`src/rtl/wb_stage_if.sv`:
```
// MEM/WB handshake bundle for the writeback stage.
// The o_retire_cnt member exists only when WB_RETIRE_CNT_EN is defined.
interface wb_stage_if;
  logic        i_stall;
  logic        i_flush;
  logic        i_valid;
  logic [31:0] i_pc;
  logic        i_rd_wren;
  logic [4:0]  i_rd_addr;
  logic [1:0]  i_wb_sel;
  logic [31:0] i_alu_data;
  logic [31:0] i_ld_data;
  logic [2:0]  i_ld_type;
  logic        o_rd_wren;
  logic [4:0]  o_rd_addr;
  logic [31:0] o_rd_data;
  logic        o_valid;
  logic [31:0] o_pc;
  logic        o_misalign;
`ifdef WB_RETIRE_CNT_EN
  logic [31:0] o_retire_cnt;
`endif

  // The MEM stage (or a bench) drives the i_* side and observes the results.
  modport master (
    output i_stall, i_flush, i_valid, i_pc, i_rd_wren, i_rd_addr,
           i_wb_sel, i_alu_data, i_ld_data, i_ld_type,
    input  o_rd_wren, o_rd_addr, o_rd_data, o_valid, o_pc, o_misalign
`ifdef WB_RETIRE_CNT_EN
    , input o_retire_cnt
`endif
  );

  // The writeback stage consumes the i_* side and produces the results.
  modport slave (
    input  i_stall, i_flush, i_valid, i_pc, i_rd_wren, i_rd_addr,
           i_wb_sel, i_alu_data, i_ld_data, i_ld_type,
    output o_rd_wren, o_rd_addr, o_rd_data, o_valid, o_pc, o_misalign
`ifdef WB_RETIRE_CNT_EN
    , output o_retire_cnt
`endif
  );
endinterface

```
`src/rtl/wb_stage.sv`:
```
// Writeback stage of the 5-stage RV32I pipeline: MEM/WB register, result
// selection (ALU / aligned+extended load / PC+4), register-file write port
// and misaligned-load flag.
// Optional feature: define WB_RETIRE_CNT_EN to add a 32-bit retired-instruction
// counter on o_retire_cnt.
module wb_stage (
  input  logic       i_clk,
  input  logic       i_rst,
  wb_stage_if.slave  bus
);

  localparam logic [2:0] LD_LB  = 3'b000;
  localparam logic [2:0] LD_LH  = 3'b001;
  localparam logic [2:0] LD_LBU = 3'b100;
  localparam logic [2:0] LD_LHU = 3'b101;

  localparam logic [1:0] SEL_LOAD = 2'b01;
  localparam logic [1:0] SEL_PC4  = 2'b10;

  logic        valid_q,  valid_d;
  logic [31:0] pc_q,     pc_d;
  logic        rdWren_q, rdWren_d;
  logic [4:0]  rdAddr_q, rdAddr_d;
  logic [1:0]  wbSel_q,  wbSel_d;
  logic [31:0] aluData_q, aluData_d;
  logic [31:0] ldData_q, ldData_d;
  logic [2:0]  ldType_q, ldType_d;

  logic [1:0]  offset;
  logic [7:0]  ldByte;
  logic [15:0] ldHalf;
  logic [31:0] ldValue;
  logic        isHalf;
  logic        isWord;
  logic        misalign;
  logic [31:0] rdData;

  // Next-state of the MEM/WB register: flush beats stall, stall holds everything.
  always_comb begin
    valid_d   = valid_q;
    pc_d      = pc_q;
    rdWren_d  = rdWren_q;
    rdAddr_d  = rdAddr_q;
    wbSel_d   = wbSel_q;
    aluData_d = aluData_q;
    ldData_d  = ldData_q;
    ldType_d  = ldType_q;
    if (bus.i_flush) begin
      valid_d   = 1'b0;
      pc_d      = 32'd0;
      rdWren_d  = 1'b0;
      rdAddr_d  = 5'd0;
      wbSel_d   = 2'b00;
      aluData_d = 32'd0;
      ldData_d  = 32'd0;
      ldType_d  = 3'b000;
    end else if (!bus.i_stall) begin
      valid_d   = bus.i_valid;
      pc_d      = bus.i_pc;
      rdWren_d  = bus.i_rd_wren;
      rdAddr_d  = bus.i_rd_addr;
      wbSel_d   = bus.i_wb_sel;
      aluData_d = bus.i_alu_data;
      ldData_d  = bus.i_ld_data;
      ldType_d  = bus.i_ld_type;
    end
  end

  // MEM/WB register with synchronous active-low reset overriding flush and stall.
  always_ff @(posedge i_clk) begin
    if (!i_rst) begin
      valid_q   <= 1'b0;
      pc_q      <= 32'd0;
      rdWren_q  <= 1'b0;
      rdAddr_q  <= 5'd0;
      wbSel_q   <= 2'b00;
      aluData_q <= 32'd0;
      ldData_q  <= 32'd0;
      ldType_q  <= 3'b000;
    end else begin
      valid_q   <= valid_d;
      pc_q      <= pc_d;
      rdWren_q  <= rdWren_d;
      rdAddr_q  <= rdAddr_d;
      wbSel_q   <= wbSel_d;
      aluData_q <= aluData_d;
      ldData_q  <= ldData_d;
      ldType_q  <= ldType_d;
    end
  end

  assign offset = aluData_q[1:0];
  assign ldByte = ldData_q[{offset, 3'b000} +: 8];
  assign ldHalf = ldData_q[{offset[1], 4'b0000} +: 16];

  // Load alignment and extension; unknown funct3 codes behave as LW.
  always_comb begin
    case (ldType_q)
      LD_LB:   ldValue = {{24{ldByte[7]}}, ldByte};
      LD_LBU:  ldValue = {24'd0, ldByte};
      LD_LH:   ldValue = {{16{ldHalf[15]}}, ldHalf};
      LD_LHU:  ldValue = {16'd0, ldHalf};
      default: ldValue = ldData_q;
    endcase
  end

  // Misalignment only matters for a valid load; byte loads can never trip it.
  always_comb begin
    isHalf   = (ldType_q == LD_LH) || (ldType_q == LD_LHU);
    isWord   = !isHalf && (ldType_q != LD_LB) && (ldType_q != LD_LBU);
    misalign = valid_q && (wbSel_q == SEL_LOAD) &&
               ((isHalf && offset[0]) || (isWord && (offset != 2'b00)));
  end

  // Result mux; code 11 falls back to the ALU result.
  always_comb begin
    case (wbSel_q)
      SEL_LOAD: rdData = ldValue;
      SEL_PC4:  rdData = pc_q + 32'd4;
      default:  rdData = aluData_q;
    endcase
  end

  assign bus.o_rd_data  = rdData;
  assign bus.o_rd_addr  = rdAddr_q;
  assign bus.o_pc       = pc_q;
  assign bus.o_valid    = valid_q;
  assign bus.o_misalign = misalign;
  assign bus.o_rd_wren  = valid_q && rdWren_q && (rdAddr_q != 5'd0) &&
                          !misalign && !bus.i_stall;

`ifdef WB_RETIRE_CNT_EN
  logic [31:0] retireCnt_q;

  // Count every non-stalled, non-misaligned valid instruction, even if it skips rd.
  always_ff @(posedge i_clk) begin
    if (!i_rst) begin
      retireCnt_q <= 32'd0;
    end else if (valid_q && !bus.i_stall && !misalign) begin
      retireCnt_q <= retireCnt_q + 32'd1;
    end
  end

  assign bus.o_retire_cnt = retireCnt_q;
`endif

endmodule

```
`src/flat_wrapper.sv`:
```
// flat-port wrapper written by rule: the top's interface ports become plain ports
module wb_stage_flat 
  (i_clk, i_rst, bus_i_stall, bus_i_flush, bus_i_valid, bus_i_pc, bus_i_rd_wren, bus_i_rd_addr, bus_i_wb_sel, bus_i_alu_data, bus_i_ld_data, bus_i_ld_type, bus_o_rd_wren, bus_o_rd_addr, bus_o_rd_data, bus_o_valid, bus_o_pc, bus_o_misalign);
  wb_stage_if bus_i ();
  input  logic i_clk;
  input  logic i_rst;
  input wire logic [$bits(bus_i.i_stall)-1:0] bus_i_stall;
  input wire logic [$bits(bus_i.i_flush)-1:0] bus_i_flush;
  input wire logic [$bits(bus_i.i_valid)-1:0] bus_i_valid;
  input wire logic [$bits(bus_i.i_pc)-1:0] bus_i_pc;
  input wire logic [$bits(bus_i.i_rd_wren)-1:0] bus_i_rd_wren;
  input wire logic [$bits(bus_i.i_rd_addr)-1:0] bus_i_rd_addr;
  input wire logic [$bits(bus_i.i_wb_sel)-1:0] bus_i_wb_sel;
  input wire logic [$bits(bus_i.i_alu_data)-1:0] bus_i_alu_data;
  input wire logic [$bits(bus_i.i_ld_data)-1:0] bus_i_ld_data;
  input wire logic [$bits(bus_i.i_ld_type)-1:0] bus_i_ld_type;
  output wire logic [$bits(bus_i.o_rd_wren)-1:0] bus_o_rd_wren;
  output wire logic [$bits(bus_i.o_rd_addr)-1:0] bus_o_rd_addr;
  output wire logic [$bits(bus_i.o_rd_data)-1:0] bus_o_rd_data;
  output wire logic [$bits(bus_i.o_valid)-1:0] bus_o_valid;
  output wire logic [$bits(bus_i.o_pc)-1:0] bus_o_pc;
  output wire logic [$bits(bus_i.o_misalign)-1:0] bus_o_misalign;
  assign bus_i.i_stall = bus_i_stall;
  assign bus_i.i_flush = bus_i_flush;
  assign bus_i.i_valid = bus_i_valid;
  assign bus_i.i_pc = bus_i_pc;
  assign bus_i.i_rd_wren = bus_i_rd_wren;
  assign bus_i.i_rd_addr = bus_i_rd_addr;
  assign bus_i.i_wb_sel = bus_i_wb_sel;
  assign bus_i.i_alu_data = bus_i_alu_data;
  assign bus_i.i_ld_data = bus_i_ld_data;
  assign bus_i.i_ld_type = bus_i_ld_type;
  assign bus_o_rd_wren = bus_i.o_rd_wren;
  assign bus_o_rd_addr = bus_i.o_rd_addr;
  assign bus_o_rd_data = bus_i.o_rd_data;
  assign bus_o_valid = bus_i.o_valid;
  assign bus_o_pc = bus_i.o_pc;
  assign bus_o_misalign = bus_i.o_misalign;
  wb_stage u_core (.i_clk(i_clk), .i_rst(i_rst), .bus(bus_i));
endmodule
```
`config.mk`:
```
export PLATFORM = sky130hd
export DESIGN_NAME = wb_stage_flat
export DESIGN_NICKNAME = d
export VERILOG_FILES = /design/src/rtl/wb_stage_if.sv /design/src/rtl/wb_stage.sv /design/src/flat_wrapper.sv
export SDC_FILE = /design/constraint.sdc
export NUM_CORES = 1
export LEC_CHECK = 0
export CAP_MARGIN = 15
export CORE_UTILIZATION = 46
export DETAILED_ROUTE_END_ITERATION = 8
export HOLD_SLACK_MARGIN = 0.02
export MAX_ROUTING_LAYER = met4
export PLACE_DENSITY = 0.88
export SETUP_SLACK_MARGIN = 0.4
export SLEW_MARGIN = 20
export SYNTH_ARGS = -nofsm -noshare
export SYNTH_HDL_FRONTEND = slang
export SYNTH_SLANG_ARGS = --single-unit
```
`constraint.sdc`:
```
create_clock -name i_clk -period 2.9 [get_ports i_clk]
set_clock_uncertainty 0.05 [all_clocks]
set_input_delay 0.58 -clock i_clk [delete_from_list [all_inputs] [get_ports i_clk]]
set_output_delay 0.58 -clock i_clk [all_outputs]
set_load 0.005 [all_outputs]
```
=== After elaboration in Yosys (flattened, before gate mapping) ===
Cells that the tools add are included.

* Word-level logic and storage cells: 40
* Output and inout bits: 72
* Register bits after elaboration: 108
* Input bits: 112

* Shifts and indexed selects: 2
* Bitwise operators: 1
* $add $sub $neg: 1
* Multiplexer cells: 2
* Reduce and logical (&&, ||, !) cells: 20
* Equal/unequal tests: 6

{| class="wikitable"
|+ Operator list
! operator !! number
|-
| case mux 32 bit (4 select lines) || 1
|-
| case mux 32 bit (2 select lines) || 1
|-
| adder 32 x 3 -> 32 bit (second input constant) || 1
|-
| variable part select 32 x 6 -> 16 bit || 1
|-
| variable part select 32 x 6 -> 8 bit || 1
|-
| logical AND 1 bit || 10
|-
| equality test 3 bit (second input constant) || 2
|-
| nonzero test 5 bit || 1
|-
| equality test 3 x 1 -> 1 bit (second input constant) || 1
|-
| logical NOT 1 bit || 3
|-
| logical NOT 3 bit || 1
|-
| inequality test 3 bit (second input constant) || 1
|-
| nonzero test 3 bit || 1
|-
| equality test 2 x 1 -> 1 bit (second input constant) || 1
|-
| equality test 2 bit (second input constant) || 1
|-
| logical OR 1 bit || 2
|-
| nonzero test 2 bit || 1
|-
| OR reduction 2 bit || 1
|-
| inverter 1 bit || 1
|}

=== Depth between registers and ports, before layout ===
* Depth after elaboration: 11
* Mapped depth: 8
* Mapped depth without buffers: 7

=== Worst setup path before layout ===
Ideal clock, no wire load.

* Kind: register to output
* Start point: reg u_core.wbSel_q[0]
* End point: out bus_o_rd_data[19]
* Buffers on the path: 2
* Data required time: 2.270 ns
* Path slack: 0.555 ns
* Arrival time: 1.715 ns
* Stages on the path, launching flop included: 9
* Cell sequence: dfxtp_1 > inv_1 > ha_1 > buf_2 > nand2b_1 > nor4_4 > buf_6 > a221oi_1 > o21ai_1

* Cells in the longest elaborated chain, start to end: 2

{| class="wikitable"
|+ Ends and longest elaborated chain
! what !! RTL line !! source
|-
| start: declaration || wb_stage.sv:24 || <nowiki>logic [1:0] wbSel_q, wbSel_d;</nowiki>
|-
| start signal: assignment || wb_stage.sv:85 || <nowiki>wbSel_q <= wbSel_d;</nowiki>
|-
| equality test 2 bit / equality test 2 x 1 -> 1 bit (equally long branches) || wb_stage.sv:117 || <nowiki>case (wbSel_q)</nowiki>
|-
| case mux 32 bit (2 select lines) * || wb_stage.sv:117 ||
|-
| end: declaration || flat_wrapper.sv:19 || <nowiki>output wire logic [$bits(bus_i.o_rd_data)-1:0] bus_o_rd_data;</nowiki>
|}

Every way passes the cells marked *; elsewhere a longest branch is shown, timed or not.

=== Worst setup path in the final report ===
* Start point: reg u_core.pc_q[3], in the netlist u_core.bus.o_pc[3]
* End point: out bus_o_rd_data[26]

* Cells in the longest elaborated chain, start to end: 2

{| class="wikitable"
|+ Ends and longest elaborated chain
! what !! RTL line !! source
|-
| start: declaration || wb_stage.sv:21 || <nowiki>logic [31:0] pc_q, pc_d;</nowiki>
|-
| start signal: assignment || wb_stage.sv:82 || <nowiki>pc_q <= pc_d;</nowiki>
|-
| adder 32 x 3 -> 32 bit || wb_stage.sv:119 || <nowiki>SEL_PC4: rdData = pc_q + 32'd4;</nowiki>
|-
| case mux 32 bit (2 select lines) || wb_stage.sv:117 ||
|}

Every way passes these cells.

==> run metrics <==
HP Class reg2reg; simple-gate portion of the synthesized area 17.6%; number of placed instances, taps included 937; overflow left after global routing 0; initial core utilization 47.8%; Final TNS setup 0 ns; vias in the first global route 5857; clock latency of the later-clocked register in the worst-skew pair 0.36 ns; Placed Area 0.00769 mm^2; area of the die 0.0125 mm^2; dominant cells by area after synthesis sky130_fd_sc_hd__dfxtp_1 39%, sky130_fd_sc_hd__mux2i_1 21%, sky130_fd_sc_hd__nor2_1 8.3%, sky130_fd_sc_hd__a221oi_1 3.0%, sky130_fd_sc_hd__xor2_1 2.5%; pre-CTS WS 0.0144 ns; synthesized instance count 613; crit path launch type register; setup-violating endpoint count in the final report 0; Synth warnings 0; total length of routed wires 21700 um; mux share of post-synthesis cell area 22.1%; post-synthesis net count 728; Layout fillers 702; share of synthesized area occupied by flip-flops and latches 39.1%; CP max stage cell sky130_fd_sc_hd__dfxtp_4; CP Capture Point bus_o_rd_data[26]; delay contributed by the slowest stage of the critical path 0.37 ns; max-cap violation count 0; end-of-flow core utilization 79.1%; area growth from synthesis to final layout 65.7%; commonest cells after routing, fill and taps aside 148 x sky130_fd_sc_hd__clkdlybuf4s50_1, 116 x sky130_fd_sc_hd__nor2_1, 113 x sky130_fd_sc_hd__mux2i_1; post-layout min period 2.84 ns; run status complete, but fails checks; Min Hold Slack 0.462 ns; Routed Antenna Nets 0; number of antenna violations at the first check in global routing 0; DR pass1 iterations 8; number of clock sinks 108; antenna diode count 0; average cell area after synthesis 9.01 um^2; buffer levels on the longest clock path 2; CTS Hold Buffers Added 0; RR Endpoint u_core.bus.o_pc[2]; Distinct cells, synth 53; CP cell instances ha_4, nand4_1, nor4_4, buf_4, buf_4, nand3_1, xor2_1, o21ai_1, buf_2; pin count of the biggest net entering global routing 109; post-synthesis share of cell area spent on xor and xnor gates 4.28%; pwr dens 387 mW/mm^2; Setup WS post-layout 0.0607 ns; routed via count 5867; post-route standard cell area excluding fillers 0.00915 mm^2; largest family of logic cells by synthesized area multiplexers; combined flip-flop and latch cell area 0.00221 mm^2; initial drt markers 493; I/O pin count 184; Row Count 39; Max rail drop VDD 0.346 mV; first-pass GRT wire length 31700 um; number of buffers added by the clock tree synthesis step 9; leakage power figure 3.81 nW; post-synth top area share 39.1%; non-filler cells in the finished layout 1019; max-slew headroom at the worst pin 50.5%; global placement routability congestion 0.921; violations in the final reports design-rule violations; Clock transition at path regs 0.07 ns; total stage count of the critical path 9; clock tree from TritonCTS done; upper clock frequency limit 0.352 GHz; cell depth of the worst min-delay path 2; buffer and inverter count on the worst path 3; core area 0.0116 mm^2; final hold violations 0; dominant register cell in the synthesized netlist sky130_fd_sc_hd__dfxtp_1; synthesized cell area 0.00552 mm^2; reg2reg setup slack 1.94 ns; Adder-Cell Fraction of Synth Area 0.680%; DRC Markers 10; Final HPWL DP 14000 um; max-slew violation count 0; y dimension of the die 112 um; start of the worst register-to-register path u_core.bus.o_pc[2]; post-synth top area cell sky130_fd_sc_hd__dfxtp_1; CTS HTree Levels 3; detailed-route vias per instance 5.76; data required time at the worst endpoint 2.27 ns; startpoint of the most critical hold path u_core.aluData_q[5]; Total Routing Usage GR 34.1%; path depth of the worst reg2reg path 4; count of flip-flops with a built-in enable after synthesis 0; area of the multi-input gates 0.00365 mm^2; Critical Path Sink Type output pin; share of the clock period used by the worst path 97.9%; Root Driver sky130_fd_sc_hd__clkbuf_16; slew at the pin closest to its max-slew limit 0.743 ns; path type of the worst setup path reg2out; chip width 112 um; Power Total 3.54 mW; fraction of the mapped netlist area in compound gates 11.4%; synthesized flop and latch total 108; maximum fanout along the worst path 5; Total Nets Final 986; data arrival time of the critical path 2.21 ns; leading cell type in the layout, fill and taps excluded sky130_fd_sc_hd__clkdlybuf4s50_1; RSZ-0062 raised after global routing true; Routed wire per std cell 21.3 um; Port Buf Inserts 183; Async S/R FF share, synth 0%; kind of cell adding the most delay to the critical path simple AND/OR/NAND/NOR gates; fraction of layout cells with a size suffix above 1 30.1%; beginning of the critical path u_core.bus.o_pc[3]; Most Frequent Cell on Critical Path sky130_fd_sc_hd__buf_4
==> worst min path at each step <==
stage                          endpoint  slack, ns
floorplan           u_core.aluData_q[2]       0.41
global route         u_core.ldData_q[1]       0.48
finish              u_core.aluData_q[5]       0.46
global placement    u_core.aluData_q[2]       0.42
CTS                  u_core.ldData_q[1]       0.46
detailed placement   u_core.ldData_q[1]       0.44
==> what timing repair did <==
| action | in CTS | in global routing |
|---|---|---|
| buffers inserted | 41 | 22 |
| setup endpoints to repair | 34 | 34 |
| cloned | 2 | 1 |
| pin swaps | 34 | 35 |
| resized for setup | 211 | 95 |
==> sequential cells by signal (all words and copies together), names as in the netlist <==
name and flops:
u_core.aluData_q 32, u_core.bus.o_pc 32, u_core.ldData_q 32, u_core.bus.o_rd_addr 5, u_core.ldType_q 3, u_core.wbSel_q 2, u_core.bus.o_valid 1, u_core.rdWren_q 1
==> final cells by class <==
class | count | area share (%)
multi-input combinational | 445 | 39.8
timing repair buffer | 287 | 29.8
sequential | 108 | 24.1
clock buffer | 9 | 2.46
tap | 143 | 1.95
inverter | 20 | 0.902
clock inverter | 7 | 0.875
==> worst register-to-register path: cells and delay by family, from the launching register on <==
family                 cells  cell delay, ns
flip-flops                 1            0.35
buffers and inverters      2            0.26
AND/OR/NAND/NOR            1            0.05
multiplexers               1            0.13
==> cells in the mapped netlist (10+ instances only) <==
cell,count
sky130_fd_sc_hd__xor2_1,16
sky130_fd_sc_hd__nand2_1,29
sky130_fd_sc_hd__o21ai_0,15
sky130_fd_sc_hd__clkbuf_1,21
sky130_fd_sc_hd__mux2i_1,114
sky130_fd_sc_hd__xnor2_1,11
sky130_fd_sc_hd__a21oi_1,13
sky130_fd_sc_hd__a221oi_1,19
sky130_fd_sc_hd__nand3_1,12
sky130_fd_sc_hd__inv_1,20
sky130_fd_sc_hd__nor2_1,122
sky130_fd_sc_hd__buf_2,14
sky130_fd_sc_hd__nand4_1,10
sky130_fd_sc_hd__dfxtp_1,108
sky130_fd_sc_hd__o21ai_1,11
==> cell families after synthesis <==
kind of cell,count (synthesis)
compound gates,88
fa+ha+maj,3
mux,120
buf+inv,60
simple gates,207
flops,108
xor+xnor,27
==> layer usage <==
metal / vias to the layer above / global-route usage (%) / wire length [um]
met4: 0 / 13.4 / 692
met3: 58 / 5.93 / 1560
li1: 2685 / - / -
met5: - / - / 0
met1: 2818 / 42.0 / 8990
met2: 306 / 55.5 / 10400
==> power by group <==
| part | switching [mW] | leakage [nW] | internal, mW |
|---|---|---|---|
| clock network | 0.601 | 0.143 | 0.682 |
| registers | 0.0642 | 0.893 | 1.53 |
| logic | 0.274 | 2.77 | 0.388 |
(Power assumes the default switching activity.)
